`src/rtl/mem_pattern_tester_pkg.sv`:
```
// Shared encodings for the memory pattern tester: pattern modes, FSM states, LFSR taps.
package mem_tester_pkg;

    localparam logic [1:0] PAT_LFSR  = 2'd0;
    localparam logic [1:0] PAT_ADDR  = 2'd1;
    localparam logic [1:0] PAT_NADDR = 2'd2;
    localparam logic [1:0] PAT_WALK  = 2'd3;

    localparam logic [31:0] LFSR_TAPS = 32'h8020_0003;

    typedef enum logic [2:0] {
        ST_IDLE,
        ST_WAIT_INIT,
        ST_START,
        ST_WR,
        ST_RSTART,
        ST_RD,
        ST_DONE
    } state_t;

    // Right-shifting Galois step; the feedback bit is the one shifted out.
    function automatic logic [31:0] lfsr_next(input logic [31:0] s);
        return s[0] ? ((s >> 1) ^ LFSR_TAPS) : (s >> 1);
    endfunction

endpackage

```
`src/rtl/mem_pattern_tester_if.sv`:
```
// Single-outstanding request/ack memory bus between the tester (master) and a controller (slave).
interface mem_pattern_tester_if #(
    parameter int DATA_W = 16,
    parameter int ADDR_W = 24
);
    logic              mem_req;
    logic              mem_we;
    logic [ADDR_W-1:0] mem_addr;
    logic [DATA_W-1:0] mem_wdata;
    logic              mem_ack;
    logic [DATA_W-1:0] mem_rdata;

    modport master (
        output mem_req, mem_we, mem_addr, mem_wdata,
        input  mem_ack, mem_rdata
    );

    modport slave (
        input  mem_req, mem_we, mem_addr, mem_wdata,
        output mem_ack, mem_rdata
    );
endinterface

```
`src/rtl/mem_pattern_tester_pattern_gen.sv`:
```
// Pattern word generator: holds the LFSR and the shadow copy used to replay a pass's write data.
module pattern_gen
    import mem_tester_pkg::*;
#(
    parameter int          DATA_W = 16,
    parameter int          ADDR_W = 24,
    parameter logic [31:0] SEED   = 32'hACE1_1234
) (
    input  logic              clk,
    input  logic              rst,
    input  logic [1:0]        mode,
    input  logic [ADDR_W-1:0] addr,
    input  logic              step,
    input  logic              save,
    input  logic              restore,
    output logic [DATA_W-1:0] pattern
);

    logic [31:0]       r_lfsr;
    logic [31:0]       r_shadow;
    logic [DATA_W-1:0] w_addr_word;
    logic [ADDR_W-1:0] w_bit;

    always_ff @(posedge clk) begin
        if (rst) begin
            r_lfsr   <= SEED;
            r_shadow <= SEED;
        end else begin
            if (save)
                r_shadow <= r_lfsr;
            if (restore)
                r_lfsr <= r_shadow;
            else if (step)
                r_lfsr <= lfsr_next(r_lfsr);
        end
    end

    always_comb begin
        w_addr_word = DATA_W'(addr);
        w_bit       = addr % ADDR_W'(DATA_W);
        case (mode)
            PAT_ADDR:  pattern = w_addr_word;
            PAT_NADDR: pattern = ~w_addr_word;
            PAT_WALK:  pattern = DATA_W'(1) << w_bit;
            default:   pattern = r_lfsr[DATA_W-1:0];
        endcase
    end

endmodule

```
`src/rtl/mem_pattern_tester.sv`:
```
// Write-then-verify soak tester over addresses 0..addr_last of a request/ack memory.
// Optional first-failure capture outputs are built when MEM_TESTER_ERR_CAPTURE_EN is defined.
module mem_pattern_tester
    import mem_tester_pkg::*;
#(
    parameter int          DATA_W      = 16,
    parameter int          ADDR_W      = 24,
    parameter logic [31:0] SEED        = 32'hACE1_1234,
    parameter int          TIMEOUT_CYC = 1024
) (
    input  logic              clk,
    input  logic              rst,
    input  logic              enable,
    input  logic [1:0]        mode,
    input  logic [ADDR_W-1:0] addr_last,
    input  logic              mem_init_done,
    mem_pattern_tester_if.master bus,
    output logic              busy,
    output logic [31:0]       passcount,
    output logic [31:0]       failcount,
    output logic              timeout
`ifdef MEM_TESTER_ERR_CAPTURE_EN
    ,
    output logic              fail_valid,
    output logic [ADDR_W-1:0] fail_addr,
    output logic [DATA_W-1:0] fail_exp,
    output logic [DATA_W-1:0] fail_got
`endif
);

    localparam int TMR_W = (TIMEOUT_CYC > 2) ? $clog2(TIMEOUT_CYC) : 1;
    localparam logic [TMR_W-1:0] TMR_LAST = TMR_W'(TIMEOUT_CYC - 1);

    state_t            r_state;
    logic              r_req;
    logic              r_we;
    logic [ADDR_W-1:0] r_addr;
    logic [ADDR_W-1:0] r_addr_last;
    logic [DATA_W-1:0] r_wdata;
    logic [1:0]        r_mode;
    logic              r_busy;
    logic              r_timeout;
    logic [31:0]       r_pass;
    logic [31:0]       r_fail;
    logic [TMR_W-1:0]  r_tmr;

    logic              w_accept;
    logic              w_last;
    logic              w_mismatch;
    logic [DATA_W-1:0] w_pattern;

    assign w_accept   = r_req & bus.mem_ack;
    assign w_last     = (r_addr == r_addr_last);
    // r_wdata holds the expected word during reads as well as the write data.
    assign w_mismatch = w_accept & (r_state == ST_RD) & (bus.mem_rdata != r_wdata);

    pattern_gen #(
        .DATA_W (DATA_W),
        .ADDR_W (ADDR_W),
        .SEED   (SEED)
    ) u_pattern_gen (
        .clk     (clk),
        .rst     (rst),
        .mode    (r_mode),
        .addr    (r_addr),
        .step    (w_accept),
        .save    (r_state == ST_START),
        .restore (r_state == ST_RSTART),
        .pattern (w_pattern)
    );

    always_ff @(posedge clk) begin
        if (rst) begin
            r_state     <= ST_IDLE;
            r_req       <= 1'b0;
            r_we        <= 1'b0;
            r_addr      <= '0;
            r_addr_last <= '0;
            r_wdata     <= '0;
            r_mode      <= PAT_LFSR;
            r_busy      <= 1'b0;
            r_timeout   <= 1'b0;
            r_pass      <= '0;
            r_fail      <= '0;
            r_tmr       <= '0;
        end else begin
            case (r_state)
                ST_IDLE:
                    if (enable && !r_timeout)
                        r_state <= ST_WAIT_INIT;
                ST_WAIT_INIT:
                    if (mem_init_done)
                        r_state <= ST_START;
                ST_START: begin
                    r_mode      <= mode;
                    r_addr_last <= addr_last;
                    r_addr      <= '0;
                    r_busy      <= 1'b1;
                    r_state     <= ST_WR;
                end
                ST_WR, ST_RD: begin
                    // A request launches only from req=0, giving the mandatory idle cycle after each ack.
                    if (!r_req) begin
                        r_req   <= 1'b1;
                        r_we    <= (r_state == ST_WR);
                        r_wdata <= w_pattern;
                        r_tmr   <= '0;
                    end else if (bus.mem_ack) begin
                        r_req <= 1'b0;
                        if (w_mismatch && (r_fail != 32'hFFFF_FFFF))
                            r_fail <= r_fail + 32'd1;
                        if (w_last)
                            r_state <= (r_state == ST_WR) ? ST_RSTART : ST_DONE;
                        else
                            r_addr <= r_addr + 1'b1;
                    end else if (r_tmr == TMR_LAST) begin
                        r_req     <= 1'b0;
                        r_timeout <= 1'b1;
                        r_busy    <= 1'b0;
                        r_state   <= ST_IDLE;
                    end else begin
                        r_tmr <= r_tmr + 1'b1;
                    end
                end
                ST_RSTART: begin
                    r_addr  <= '0;
                    r_state <= ST_RD;
                end
                ST_DONE: begin
                    r_pass <= r_pass + 32'd1;
                    if (enable) begin
                        r_state <= ST_START;
                    end else begin
                        r_state <= ST_IDLE;
                        r_busy  <= 1'b0;
                    end
                end
                default: r_state <= ST_IDLE;
            endcase
        end
    end

    assign bus.mem_req   = r_req;
    assign bus.mem_we    = r_we;
    assign bus.mem_addr  = r_addr;
    assign bus.mem_wdata = r_wdata;
    assign busy          = r_busy;
    assign passcount     = r_pass;
    assign failcount     = r_fail;
    assign timeout       = r_timeout;

`ifdef MEM_TESTER_ERR_CAPTURE_EN
    logic              r_fail_valid;
    logic [ADDR_W-1:0] r_fail_addr;
    logic [DATA_W-1:0] r_fail_exp;
    logic [DATA_W-1:0] r_fail_got;

    always_ff @(posedge clk) begin
        if (rst) begin
            r_fail_valid <= 1'b0;
            r_fail_addr  <= '0;
            r_fail_exp   <= '0;
            r_fail_got   <= '0;
        end else if (w_mismatch && !r_fail_valid) begin
            r_fail_valid <= 1'b1;
            r_fail_addr  <= r_addr;
            r_fail_exp   <= r_wdata;
            r_fail_got   <= bus.mem_rdata;
        end
    end

    assign fail_valid = r_fail_valid;
    assign fail_addr  = r_fail_addr;
    assign fail_exp   = r_fail_exp;
    assign fail_got   = r_fail_got;
`endif

endmodule

```
`src/flat_wrapper.sv`:
```
// flat-port wrapper written by rule: the top's interface ports become plain ports
module mem_pattern_tester_flat import mem_tester_pkg::*;
#(
    parameter int          DATA_W      = 16,
    parameter int          ADDR_W      = 24,
    parameter logic [31:0] SEED        = 32'hACE1_1234,
    parameter int          TIMEOUT_CYC = 1024
)
  (clk, rst, enable, mode, addr_last, mem_init_done, busy, passcount, failcount, timeout, bus_mem_req, bus_mem_we, bus_mem_addr, bus_mem_wdata, bus_mem_ack, bus_mem_rdata);
  mem_pattern_tester_if #(.DATA_W(DATA_W), .ADDR_W(ADDR_W)) bus_i ();
  input  logic clk;
  input  logic rst;
  input  logic enable;
  input  logic [1:0] mode;
  input  logic [ADDR_W-1:0] addr_last;
  input  logic mem_init_done;
  output logic busy;
  output logic [31:0] passcount;
  output logic [31:0] failcount;
  output logic timeout;
  output wire logic [$bits(bus_i.mem_req)-1:0] bus_mem_req;
  output wire logic [$bits(bus_i.mem_we)-1:0] bus_mem_we;
  output wire logic [$bits(bus_i.mem_addr)-1:0] bus_mem_addr;
  output wire logic [$bits(bus_i.mem_wdata)-1:0] bus_mem_wdata;
  input wire logic [$bits(bus_i.mem_ack)-1:0] bus_mem_ack;
  input wire logic [$bits(bus_i.mem_rdata)-1:0] bus_mem_rdata;
  assign bus_mem_req = bus_i.mem_req;
  assign bus_mem_we = bus_i.mem_we;
  assign bus_mem_addr = bus_i.mem_addr;
  assign bus_mem_wdata = bus_i.mem_wdata;
  assign bus_i.mem_ack = bus_mem_ack;
  assign bus_i.mem_rdata = bus_mem_rdata;
  mem_pattern_tester #(.DATA_W(DATA_W), .ADDR_W(ADDR_W), .SEED(SEED), .TIMEOUT_CYC(TIMEOUT_CYC)) u_core (.clk(clk), .rst(rst), .enable(enable), .mode(mode), .addr_last(addr_last), .mem_init_done(mem_init_done), .bus(bus_i), .busy(busy), .passcount(passcount), .failcount(failcount), .timeout(timeout));
endmodule
```
`config.mk`:
```
export PLATFORM = sky130hd
export DESIGN_NAME = mem_pattern_tester_flat
export DESIGN_NICKNAME = d
export VERILOG_FILES = /design/src/rtl/mem_pattern_tester_pkg.sv /design/src/rtl/mem_pattern_tester_if.sv /design/src/rtl/mem_pattern_tester_pattern_gen.sv /design/src/rtl/mem_pattern_tester.sv /design/src/flat_wrapper.sv
export SDC_FILE = /design/constraint.sdc
export NUM_CORES = 1
export LEC_CHECK = 0
export BUFFER_PORTS_ARGS = -buffer_cell sky130_fd_sc_hd__buf_4
export CAP_MARGIN = 15
export CORE_AREA = 2 2 172 174
export CTS_BUF_LIST = sky130_fd_sc_hd__clkbuf_16
export CTS_CLUSTER_DIAMETER = 80
export DETAILED_ROUTE_END_ITERATION = 7
export DIE_AREA = 0 0 174 176
export GPL_TIMING_DRIVEN = 1
export SLEW_MARGIN = 20
export SYNTH_ARGS = -nofsm -noshare
export SYNTH_HDL_FRONTEND = slang
export SYNTH_SLANG_ARGS = --single-unit
```
`constraint.sdc`:
```
create_clock -name clk -period 4.3 [get_ports clk]
set_clock_uncertainty 0.1 [all_clocks]
set_input_delay 0.86 -clock clk [delete_from_list [all_inputs] [get_ports clk]]
set_output_delay 0.86 -clock clk [all_outputs]
set_load 0.02 [all_outputs]
```
==> results_tabular.tex, run 1 <==
\begin{tabular}{lr}
\hline
Metric & Value \\
\hline
\multicolumn{2}{l}{\textbf{Logic synthesis}} \\
Post-Synthesis Cells & 1249 \\
Top cell type's share of synthesized area & 0.427 \\
Synth top area cells & dfxtp\_1 (43\%), nand2\_1 (9.3\%), xor2\_1 (5.3\%) \\
Multiplexer share of the synthesized area & 0.0201 \\
Number of storage elements in the synthesis netlist & 211 \\
Adder and majority gate portion of the synthesized area & 0.0114 \\
Async set-reset flop share out of synthesis & 0 \\
Synth Flop Type & dfxtp\_1 \\
Synthesized netlist net count & between 1000 and 1500 \\
Count of flip-flops with a built-in enable after synthesis & 0 \\
Synth Cell Area & roughly 10000 um\^{}2 \\
Synth area leader & dfxtp\_1 \\
Compound-Gate Fraction of Synth Area & 0.112 \\
Main combinational cell family by area after synthesis & simple AND/OR/NAND/NOR gates \\
Area share of xor/xnor cells in the synthesized design & 0.104 \\
Post-Synth Simple-Gate Area & 0.284 \\
Warnings, synthesis & 0 \\
Avg Cell Area, Syn & 7.92 um\^{}2 \\
Post-synth cell types & 54 \\
Register area share after synthesis & 0.427 \\
\multicolumn{2}{l}{\textbf{Floorplan}} \\
Starting density of the core & 0.347 \\
I/O pin count & around 160 \\
Horizontal extent of the die & 174 um \\
Area inside the core boundary & 28500 um\^{}2 \\
Die H & 176 um \\
Area of the die & 30600 um\^{}2 \\
FP Rows & 62 \\
\multicolumn{2}{l}{\textbf{Layout}} \\
Non-filler instance count after layout & 1753 \\
Ratio of cells with drive above 1 in the final layout & 0.161 \\
Finished Cell Area & 12000 um\^{}2 \\
Post-route core utilization & 0.421 \\
Area growth syn-to-layout & 21.4\% \\
Net total in the final layout & 1406 \\
Antenna Diode Count & 0 \\
\multicolumn{2}{l}{\textbf{Timing}} \\
Total count of hold-check failures in the final report & 0 \\
Headroom to the max-slew limit & 0.295 \\
Measured slew at the worst slew-check pin & about 1.1 ns \\
Slew Viols, Final & 0 \\
Setup TNS & 0 ns \\
Worst hold slack across all endpoints & $\sim$0.35 ns \\
Part of the cycle the worst path needs & 0.721 \\
Post-route minimum period & a little over 3 ns \\
RSZ-0062 raised after global routing & false \\
Final number of setup-violating endpoints & 0 \\
Maximum clock frequency & 322 MHz \\
Setup ws final & 1.20 ns \\
\multicolumn{2}{l}{\textbf{Pwr}} \\
Comb power frac & 0.090 \\
Switching power total & approximately 1.1 mW \\
Part of the power in the clock network & 0.439 \\
Pint & 3.28 mW \\
Worst ir drop on vdd & $\sim$0.00034 V \\
Portion of total power attributed to sequential cells & 0.472 \\
Leakage & 4.49 nW \\
Switching power as a share of total power & 0.257 \\
Final Total Pwr & 4.42 mW \\
Pwr per Cell Area & 368 nW/um\^{}2 \\
\multicolumn{2}{l}{\textbf{Drt}} \\
Iter 0 DRT Violations & 626 \\
Pre-antenna DRT Iters & 5 \\
Sum of routed wire length over all layers & 25700 um \\
Final antenna-violating net count & 0 \\
Residual DRC & 0 \\
Via count & 8860 \\
Post-detailed-route via-to-cell ratio & 5.05 \\
Average wire per cell in the routed design & 14.7 um \\
\multicolumn{2}{l}{\textbf{CTS}} \\
TritonCTS Sinks & approximately 210 \\
Clock buffer count from CTS & 25 \\
Clk slew on worst S/H paths & 0.06 ns \\
Postcts setup bufs & 0 \\
Clk root buf & clkbuf\_16 \\
Insertion delay of the later-clocked pin in the worst-skew pair & 0.52 ns \\
CTS tree & done \\
CTS resizes & 0 \\
CTS H-tree lvls & 1 \\
Maximum count of clock buffers along a single path & 3 \\
Number of hold-repair buffers added at the cts stage & 0 \\
\multicolumn{2}{l}{\textbf{Placement}} \\
Number of input and output port buffers inserted & around 150 \\
Standard cell area after detailed placement & 11300 um\^{}2 \\
Weighted congestion at the end of routability-driven global placement & 0.800 \\
\# placed instances & 1707 \\
Estimated wirelength of the detail-placed design & 17000 um \\
Placement-stage worst setup slack & 0.997 ns \\
\multicolumn{2}{l}{\textbf{Run}} \\
Number of max-cap violations & 0 \\
\multicolumn{2}{l}{\textbf{Worst hold path}} \\
Hold Path Class & flip-flop to flip-flop \\
\multicolumn{2}{l}{\textbf{Worst setup path}} \\
Worst endpoint required time & 4.57 ns \\
Ordered cell list for the critical path & xor2\_1, nor4\_1, nand4\_1, o31ai\_4, nor2\_1, xnor2\_1, nor2\_1 \\
Crit path top cell by count & nor2\_1 \\
Cell with the largest stage delay on the worst path & o31ai\_4 \\
Maximum single-stage delay on the critical path & roughly 0.94 ns \\
Setup crit start kind & flip-flop \\
Highest net fanout along the worst path & 27 \\
Critical Path Sink Type & flip-flop \\
Signal arrival time at the worst endpoint & 3.37 ns \\
WS Path Type & flip-flop to flip-flop \\
\multicolumn{2}{l}{\textbf{Global routing}} \\
First-pass GRT wire length & between 40000 and 50000 um \\
Pin count of the biggest net entering global routing & 75 \\
Via count of the first global-routing pass & between 8000 and 9000 \\
Antenna violations before repair & 0 \\
Grt total ovfl & 0 \\
Global Route Usage Sum & 0.163 \\
\multicolumn{2}{l}{\textbf{Status}} \\
Result of the run & complete, no violations \\
\hline
\end{tabular}
-- cell type report --
type / count / area (um^2)
fill: 2951 / 16500
multi-input combinational: 931 / 5260
sequential: 211 / 4230
timing repair buffer: 164 / 1230
clock buffer: 25 / 626
tap: 384 / 480
clock inverter: 21 / 128
inverter: 17 / 63.8
-- flip-flops by register name (all words and copies together) (netlist names) --
signal                         flops
u_core.bus.mem_addr               24
u_core.bus.mem_req                 1
u_core.bus.mem_wdata              16
u_core.bus.mem_we                  1
u_core.busy                        1
u_core.failcount                  32
u_core.passcount                  32
u_core.r_addr_last                24
u_core.r_mode                      2
u_core.r_state                     3
u_core.r_tmr                      10
u_core.timeout                     1
u_core.u_pattern_gen.r_lfsr       32
u_core.u_pattern_gen.r_shadow     32
-- Yosys cell counts, drive strengths merged, types with 9 or more instances --
master	number
xnor2	57
or3	20
nor2	123
a21oi	87
clkbuf	76
a211oi	15
o21ai	34
and3	14
nand2b	15
o211ai	14
nor4	22
a311oi	17
inv	17
dfxtp	211
xor2	60
ha	9
nor3	49
nand2	247
mux2i	12
nand4	29
buf	14
nand3	45
nand3b	14
-- critical path, delay by kind of cell, from the launching register on --
| kind | cells | cell delay, ns |
|---|---|---|
| compound gates | 1 | 0.94 |
| simple gates | 4 | 0.93 |
| flops | 1 | 0.63 |
| xor+xnor | 2 | 0.34 |
-- power by group through the flow --
stage                     Combinational, mW  Sequential (mW)  Clock [mW]
final                                 0.397             2.08        1.94
after global routing                  0.444             2.09        2.07
after CTS                             0.402             2.08        2.00
after detailed placement              0.399             2.13           0
after global placement                0.395             2.12           0
after floorplan                       0.279             2.11           0
-- worst paths after layout --
kind / start / end / slack [ns] / cells past startpoint
setup / recovery: u_core.bus.mem_addr[3]$_SDFFE_PP0P_ / u_core.bus.mem_addr[0]$_SDFFE_PP0P_ / 1.20 / 7
hold / removal: u_core.u_pattern_gen.r_shadow[1]$_SDFFE_PP0P_ / u_core.u_pattern_gen.r_lfsr[1]$_SDFFE_PP0P_ / 0.35 / 2
setup reg to reg: u_core.bus.mem_addr[3]$_SDFFE_PP0P_ / u_core.bus.mem_addr[0]$_SDFFE_PP0P_ / 1.20 / 7
hold reg to reg: u_core.u_pattern_gen.r_shadow[1]$_SDFFE_PP0P_ / u_core.u_pattern_gen.r_lfsr[1]$_SDFFE_PP0P_ / 0.35 / 2
-- kinds of logic (layout without fill, tap and decap cells) --
family | Yosys count | in the layout
and+or+nand+nor | 604 | 604
DFF | 211 | 211
AOI/OAI and AO/OA | 182 | 182
xor gates and xnor gates | 117 | 117
buffers and inverters | 107 | 227
muxes | 19 | 19
adders and majority gates | 9 | 9
-- placed cells by master (no fill, tap or decap), types with 17 or more instances in the layout --
cell / count
a311oi_1: 17
o21ai_0: 34
inv_1: 18
or3_1: 20
nor4_1: 21
nand2_1: 246
nor3_1: 46
xor2_1: 60
buf_4: 164
dfxtp_1: 210
nor2_1: 122
a21oi_1: 87
clkbuf_16: 25
nand4_1: 29
nand3_1: 45
xnor2_1: 57
-- routing by layer --
layer  vias to the layer above  global-route usage  share of wire
met5                         -                   0              0
met4                         0              0.0427          0.020
met3                        29              0.0278          0.052
met2                       219               0.252           0.44
met1                      4150               0.235           0.49
li1                       4462                   -              -
No activity file was read; power rests on OpenSTA's default activity.
==> inputs of run 2 (changes only) <==
clock period = 3.17 ns   (was 4.3 ns; I/O delays follow)
==> run 2 against run 1 <==
Flip-flop and latch count is the same. Register-to-register slack lost 0.59 ns. Fmax grew 21%. Wire length shrank 0.37%. Total power grew 33%. Final cell count grew 0.91%. Clock power grew 28%. Combinational power grew 45%. Count of clock-buffer cells in the layout is the same.
==> results_tabular.tex, run 2 (synthesis results as in run 1) <==
\begin{tabular}{lr}
\hline
Metric & Value \\
\hline
\multicolumn{2}{l}{\textbf{Placement}} \\
Weighted congestion at the end of routability-driven global placement & 0.810 (+1.2\%) \\
Number of input and output port buffers inserted & 154 (unchanged) \\
Placement-stage worst setup slack & 0.442 ns (-0.555 ns) \\
Estimated wirelength of the detail-placed design & 17500 um (+2.7\%) \\
\multicolumn{2}{l}{\textbf{Worst setup path}} \\
Flop2flop setup slack & 0.61 ns (-0.59 ns) \\
Cell with the largest stage delay on the worst path & dfxtp\_1 \\
WS Path Type & flip-flop to flip-flop \\
Critical Path Sink Type & flip-flop \\
Launch instance of the worst register-to-register path & u\_core.bus.mem\_addr[12]\$\_SDFFE\_PP0P\_ \\
Setup crit start kind & flip-flop \\
Signal arrival time at the worst endpoint & 2.86 ns (-0.51 ns) \\
Kind of cell adding the most delay to the critical path & simple AND/OR/NAND/NOR gates \\
Maximum single-stage delay on the critical path & 0.53 ns (-0.41 ns) \\
Highest net fanout along the worst path & 27 (unchanged) \\
Worst endpoint required time & 3.47 ns (-1.10 ns) \\
Length in cells of the worst reg-to-reg path & 8 (+1) \\
Crit path top cell by count & nor2\_1 \\
Worst R2R End & u\_core.bus.mem\_addr[1]\$\_SDFFE\_PP0P\_ \\
Ordered cell list for the critical path & xor2\_1, nor4\_1, nand4\_1, o31ai\_4, buf\_4, nor2\_1, mux2i\_1, nor2\_1 \\
Buffers and inverters on the worst path & 1 (+1) \\
\multicolumn{2}{l}{\textbf{Pwr}} \\
Worst ir drop on vdd & 0.000333 V (-1.4\%) \\
Pwr per Cell Area & 484 nW/um\^{}2 (+32\%) \\
Leakage & 4.58 nW (+2.0\%) \\
\multicolumn{2}{l}{\textbf{Global routing}} \\
Global Route Usage Sum & 0.160 (-0.00286) \\
Pin count of the biggest net entering global routing & 74 (-1.3\%) \\
Antenna violations before repair & 0 (unchanged) \\
Via count of the first global-routing pass & 8074 (-1.9\%) \\
Grt total ovfl & 0 (unchanged) \\
First-pass GRT wire length & 41700 um (-1.1\%) \\
\multicolumn{2}{l}{\textbf{Timing}} \\
Maximum clock frequency & 390 MHz (+21\%) \\
Post-route minimum period & 2.56 ns (-0.540 ns) \\
Part of the cycle the worst path needs & 0.808 (+0.0868) \\
Setup TNS & 0 ns (unchanged) \\
Final number of setup-violating endpoints & 0 (unchanged) \\
Measured slew at the worst slew-check pin & 0.887 ns (-0.171 ns) \\
Slew Viols, Final & 0 (unchanged) \\
RSZ-0062 raised after global routing & false \\
Total count of hold-check failures in the final report & 0 (unchanged) \\
Headroom to the max-slew limit & 0.401 (+0.106) \\
Setup ws final & 0.609 ns (-0.590 ns) \\
\multicolumn{2}{l}{\textbf{Floorplan}} \\
Area inside the core boundary & 28500 um\^{}2 (unchanged) \\
Horizontal extent of the die & 174 um (unchanged) \\
FP Rows & 62 (unchanged) \\
Die H & 176 um (unchanged) \\
I/O pin count & 155 (unchanged) \\
Area of the die & 30600 um\^{}2 (unchanged) \\
Starting density of the core & 0.347 (unchanged) \\
\multicolumn{2}{l}{\textbf{CTS}} \\
Maximum count of clock buffers along a single path & 3 (unchanged) \\
Clock buffer count from CTS & 24 (-4.0\%) \\
TritonCTS Sinks & 211 (unchanged) \\
Number of hold-repair buffers added at the cts stage & 0 (unchanged) \\
Clk root buf & clkbuf\_16 \\
Insertion delay of the later-clocked pin in the worst-skew pair & 0.52 ns (about the same) \\
CTS H-tree lvls & 1 (unchanged) \\
Postcts setup bufs & 0 (unchanged) \\
CTS resizes & 0 (unchanged) \\
Clk slew on worst S/H paths & 0.06 ns (about the same) \\
CTS tree & done \\
\multicolumn{2}{l}{\textbf{Drt}} \\
Pre-antenna DRT Iters & 5 (unchanged) \\
Iter 0 DRT Violations & 513 (-18\%) \\
Residual DRC & 0 (unchanged) \\
Sum of routed wire length over all layers & 25600 um (-0.37\%) \\
Post-detailed-route via-to-cell ratio & 4.97 (-1.7\%) \\
Final antenna-violating net count & 0 (unchanged) \\
Via count & 8788 (-0.81\%) \\
Average wire per cell in the routed design & 14.5 um (-1.3\%) \\
\multicolumn{2}{l}{\textbf{Status}} \\
Result of the run & complete, no violations \\
\multicolumn{2}{l}{\textbf{Run}} \\
Number of max-cap violations & 0 (unchanged) \\
\multicolumn{2}{l}{\textbf{Layout}} \\
Leading cell types in the layout, fill and taps excluded & nand2\_1 (246), dfxtp\_1 (211), buf\_4 (184) \\
Ratio of cells with drive above 1 in the final layout & 0.170 (+0.00897) \\
Number of filler instances in the final layout & 2981 (+1.0\%) \\
Post-route core utilization & 0.425 (+0.00399) \\
Net total in the final layout & 1426 (+1.4\%) \\
Most common cell after layout, fill and taps aside & nand2\_1 \\
Antenna Diode Count & 0 (unchanged) \\
Area growth syn-to-layout & 22.6\% \\
\multicolumn{2}{l}{\textbf{Worst hold path}} \\
Hold endpoint & u\_core.r\_addr\_last[22]\$\_SDFFE\_PP0P\_ \\
Startpoint of the worst hold path & addr\_last[22] \\
Hold Path Class & input pin to flip-flop \\
Cell depth of the worst hold path & 3 (+1) \\
\hline
\end{tabular}
==> run 2: per-layer routing <==
| layer | track usage | wire length [um] | share of wire | vias to the layer above |
|---|---|---|---|---|
| met5 | 0 | 0 | 0 | - |
| met4 | 0.0329 | 352 | 0.014 | 0 |
| met3 | 0.0321 | 1420 | 0.056 | 28 |
| met2 | 0.249 | 11000 | 0.43 | 191 |
| met1 | 0.230 | 12800 | 0.50 | 4067 |
| li1 | - | - | - | 4502 |
==> run 2: layout make-up <==
type | count | area [um^2] | area share
Clock buffer | 25 | 626 | 0.0516
Inverter | 17 | 63.8 | 0.00526
Multi-Input combinational cell | 931 | 5260 | 0.434
Clock inverter | 16 | 72.6 | 0.00598
Timing Repair Buffer | 185 | 1400 | 0.116
Sequential cell | 211 | 4220 | 0.348
Tap cell | 384 | 480 | 0.0396
==> run 2: worst register-to-register path, stage by stage (launching register included) <==
cell and delay (ns):
dfxtp_1 0.53, xor2_1 0.12, nor4_1 0.36, nand4_1 0.29
o31ai_4 0.28, buf_4 0.31, nor2_1 0.18, mux2i_1 0.23
nor2_1 0.05
==> run 2: power breakdown <==
part / internal [mW] / leakage [nW] / switching (mW)
clock network: 1.41 / 0.353 / 1.08
logic: 0.221 / 2.52 / 0.355
registers: 2.74 / 1.70 / 0.0709
==> run 2: metrics by stage <==
step | power (mW) | hold slack [ns] | instances | cell area, um^2
4_1_cts | 5.96 | 0.248 | 1769 | 12100
2_1_floorplan | 3.24 | 0.332 | 1249 | 9900
5_1_grt | 6.14 | 0.254 | 1769 | 12100
3_3_place_gp | 3.44 | 0.342 | 1728 | 11400
3_5_place_dp | 3.44 | 0.348 | 1728 | 11400
6_report | 5.88 | 0.263 | 1769 | 12100
==> run 2: worst max path at each step <==
| stage | start | cells past startpoint | endpoint | slack, ns |
|---|---|---|---|---|
| after floorplan | u_core.bus.mem_addr[0]$_SDFFE_PP0P_ | 9 | u_core.bus.mem_addr[17]$_SDFFE_PP0P_ | 0.83 |
| after global placement | bus_mem_rdata[14] | 9 | u_core.failcount[1]$_SDFFE_PP0P_ | 0.46 |
| after detailed placement | bus_mem_rdata[15] | 9 | u_core.failcount[1]$_SDFFE_PP0P_ | 0.44 |
| after CTS | u_core.bus.mem_addr[12]$_SDFFE_PP0P_ | 8 | u_core.r_state[1]$_SDFFE_PP0P_ | 0.61 |
| after global routing | u_core.bus.mem_addr[4]$_SDFFE_PP0P_ | 7 | u_core.bus.mem_addr[22]$_SDFFE_PP0P_ | 0.45 |
| final | u_core.bus.mem_addr[12]$_SDFFE_PP0P_ | 8 | u_core.bus.mem_addr[1]$_SDFFE_PP0P_ | 0.61 |
==> inputs of run 3 (changes only) <==
clock period = 2.6 ns   (was 3.17 ns; I/O delays follow)
==> run 3 against run 2 <==
Flip-flop and latch count is the same. Wire length grew 0.65%. Hold slack lost 0.13 ns. Non-clock buffer count grew 24. First-iteration DRC count grew 19%. Sequential power grew 22%. Final cell count grew 1.6%. Critical endpoint is now u_core.failcount[28]$_SDFFE_PP0P_. Core utilization grew 0.92 points.
==> results_tabular.tex, run 3 (synthesis results as in run 1) <==
\begin{tabular}{lr}
\hline
Metric & Value \\
\hline
\multicolumn{2}{l}{\textbf{Global routing}} \\
Grt total ovfl & 0 (unchanged) \\
First-pass GRT wire length & 42300 um (+1.5\%) \\
Global Route Usage Sum & 0.164 (+0.00378) \\
M1 GR Usage & 0.229 (-0.000998) \\
Antenna violations before repair & 0 (unchanged) \\
Via count of the first global-routing pass & 8200 (+1.6\%) \\
Pin count of the biggest net entering global routing & 62 (-16\%) \\
GRT met3 Usage & 0.0353 (+0.00323) \\
GRT busiest layer & met2 \\
Met2 track demand over resource & 0.257 (+0.00747) \\
\multicolumn{2}{l}{\textbf{Placement}} \\
Estimated wirelength of the detail-placed design & 17900 um (+2.2\%) \\
Weighted congestion at the end of routability-driven global placement & 0.803 (-0.78\%) \\
Number of input and output port buffers inserted & 154 (unchanged) \\
\# placed instances & 1750 (+1.3\%) \\
\multicolumn{2}{l}{\textbf{Worst hold path}} \\
Startpoint of the worst hold path & addr\_last[22] \\
Cell depth of the worst hold path & 3 (unchanged) \\
Hold Path Class & input pin to flip-flop \\
\multicolumn{2}{l}{\textbf{Drt}} \\
Iter 0 DRT Violations & 611 (+19\%) \\
Pre-antenna DRT Iters & 5 (unchanged) \\
Via count & 8950 (+1.8\%) \\
Final antenna-violating net count & 0 (unchanged) \\
Post-detailed-route via-to-cell ratio & 4.98 (+0.20\%) \\
Residual DRC & 0 (unchanged) \\
Sum of routed wire length over all layers & 25800 um (+0.65\%) \\
Average wire per cell in the routed design & 14.3 um (-0.97\%) \\
\multicolumn{2}{l}{\textbf{Timing}} \\
Slew Viols, Final & 0 (unchanged) \\
Measured slew at the worst slew-check pin & 0.674 ns (-0.213 ns) \\
Total count of hold-check failures in the final report & 0 (unchanged) \\
Part of the cycle the worst path needs & 0.929 (+0.121) \\
Final number of setup-violating endpoints & 0 (unchanged) \\
Headroom to the max-slew limit & 0.550 (+0.149) \\
Post-route minimum period & 2.42 ns (-0.145 ns) \\
Maximum clock frequency & 414 MHz (+6.0\%) \\
RSZ-0062 raised after global routing & false \\
Setup TNS & 0 ns (unchanged) \\
\multicolumn{2}{l}{\textbf{Pwr}} \\
Final Total Pwr & 7.37 mW (+25\%) \\
Pwr per Cell Area & 595 nW/um\^{}2 (+23\%) \\
Worst ir drop on vdd & 0.000438 V (+31\%) \\
Leakage & 4.76 nW (+4.0\%) \\
\multicolumn{2}{l}{\textbf{Floorplan}} \\
Die H & 176 um (unchanged) \\
Area of the die & 30600 um\^{}2 (unchanged) \\
Starting density of the core & 0.347 (unchanged) \\
I/O pin count & 155 (unchanged) \\
FP Rows & 62 (unchanged) \\
Area inside the core boundary & 28500 um\^{}2 (unchanged) \\
Horizontal extent of the die & 174 um (unchanged) \\
\multicolumn{2}{l}{\textbf{Worst setup path}} \\
Signal arrival time at the worst endpoint & 2.77 ns (-0.09 ns) \\
Worst endpoint required time & 2.96 ns (-0.51 ns) \\
Timing startpoint of the critical path & u\_core.failcount[1]\$\_SDFFE\_PP0P\_ \\
Critical Path Sink Type & flip-flop \\
Launch instance of the worst register-to-register path & u\_core.failcount[1]\$\_SDFFE\_PP0P\_ \\
Highest net fanout along the worst path & 6 (-78\%) \\
WS Path Type & flip-flop to flip-flop \\
Length in cells of the worst reg-to-reg path & 7 (-1) \\
Setup crit start kind & flip-flop \\
\multicolumn{2}{l}{\textbf{Layout}} \\
Leading cell types in the layout, fill and taps excluded & nand2\_1 (246), dfxtp\_1 (211), buf\_4 (206) \\
Net total in the final layout & 1451 (+1.8\%) \\
Number of filler instances in the final layout & 2906 (-2.5\%) \\
Non-filler instance count after layout & 1798 (+1.6\%) \\
Area growth syn-to-layout & 25.2\% \\
Ratio of cells with drive above 1 in the final layout & 0.187 (+0.0163) \\
Antenna Diode Count & 0 (unchanged) \\
Most common cell after layout, fill and taps aside & nand2\_1 \\
\multicolumn{2}{l}{\textbf{CTS}} \\
CTS tree & done \\
CTS H-tree lvls & 1 (unchanged) \\
Clk slew on worst S/H paths & 0.06 ns (about the same) \\
Maximum count of clock buffers along a single path & 3 (unchanged) \\
Clock buffer count from CTS & 25 (+4.2\%) \\
TritonCTS Sinks & 211 (unchanged) \\
Number of hold-repair buffers added at the cts stage & 0 (unchanged) \\
Insertion delay of the later-clocked pin in the worst-skew pair & 0.53 ns (about the same) \\
CTS resizes & 0 (unchanged) \\
Clk root buf & clkbuf\_16 \\
\multicolumn{2}{l}{\textbf{Status}} \\
Result of the run & complete, no violations \\
\multicolumn{2}{l}{\textbf{Run}} \\
Number of max-cap violations & 0 (unchanged) \\
\hline
\end{tabular}
## run 3: cell count changes in the layout (fill, tap and decap cells not counted)
cell	before	now
bufinv_16	0	1
clkinvlp_4	1	0
clkinv_2	3	5
inv_6	1	2
inv_1	18	21
buf_12	1	3
inv_8	0	1
buf_4	184	206
clkinv_1	8	6
## run 3: through the flow
step	hold WS, ns	worst slack [ns]	area (um^2)	util
2_1_floorplan	0.332	0.264	9900	-
3_3_place_gp	0.341	0.000966	11600	0.407
3_5_place_dp	0.343	-0.116	11600	0.407
4_1_cts	0.117	0.0993	12400	0.434
5_1_grt	0.137	0.0346	12400	0.434
6_report	0.132	0.184	12400	0.434
## run 3: worst paths after layout
kind                                                 end  slack, ns
min                  u_core.r_addr_last[22]$_SDFFE_PP0P_       0.13
max reg2reg            u_core.failcount[28]$_SDFFE_PP0P_       0.18
min reg2reg  u_core.u_pattern_gen.r_lfsr[1]$_SDFFE_PP0P_       0.35
max                    u_core.failcount[28]$_SDFFE_PP0P_       0.18
## run 3: routing by layer
layer,vias to the layer above,part of all wire
met5,-,0
met4,0,0.020
met3,40,0.068
met2,233,0.43
met1,4129,0.48
li1,4548,-
## run 3: power by group
group | internal [mW] | switching [mW] | total, mW
sequential | 3.34 | 0.0845 | 3.42
clock | 1.85 | 1.38 | 3.23
combinational | 0.283 | 0.437 | 0.720
## run 3: worst max-delay path, stage by stage (launching register included)
cell and delay, ns:
dfxtp_1 0.39, ha_1 0.24, inv_1 0.12, nor3_2 0.32, nand2_2 0.10, or4b_1 0.56
or4_1 0.44, nand2_1 0.09
## run 3: what timing repair did
| action | CTS | global route |
|---|---|---|
| hold endpoints to repair | 0 | 0 |
| endpoints found under the setup margin | 0 | 3 |
| setup buffers | 0 | 2 |
## run 3: layout make-up
class | count | area, um^2 | share of cell area
clock buffers | 25 | 626 | 0.0505
clock inverters | 21 | 129 | 0.0104
inverters | 17 | 63.8 | 0.00515
multi-input cells | 931 | 5260 | 0.425
flip-flops and latches | 211 | 4220 | 0.341
well taps | 384 | 480 | 0.0388
repair buffers | 209 | 1610 | 0.130
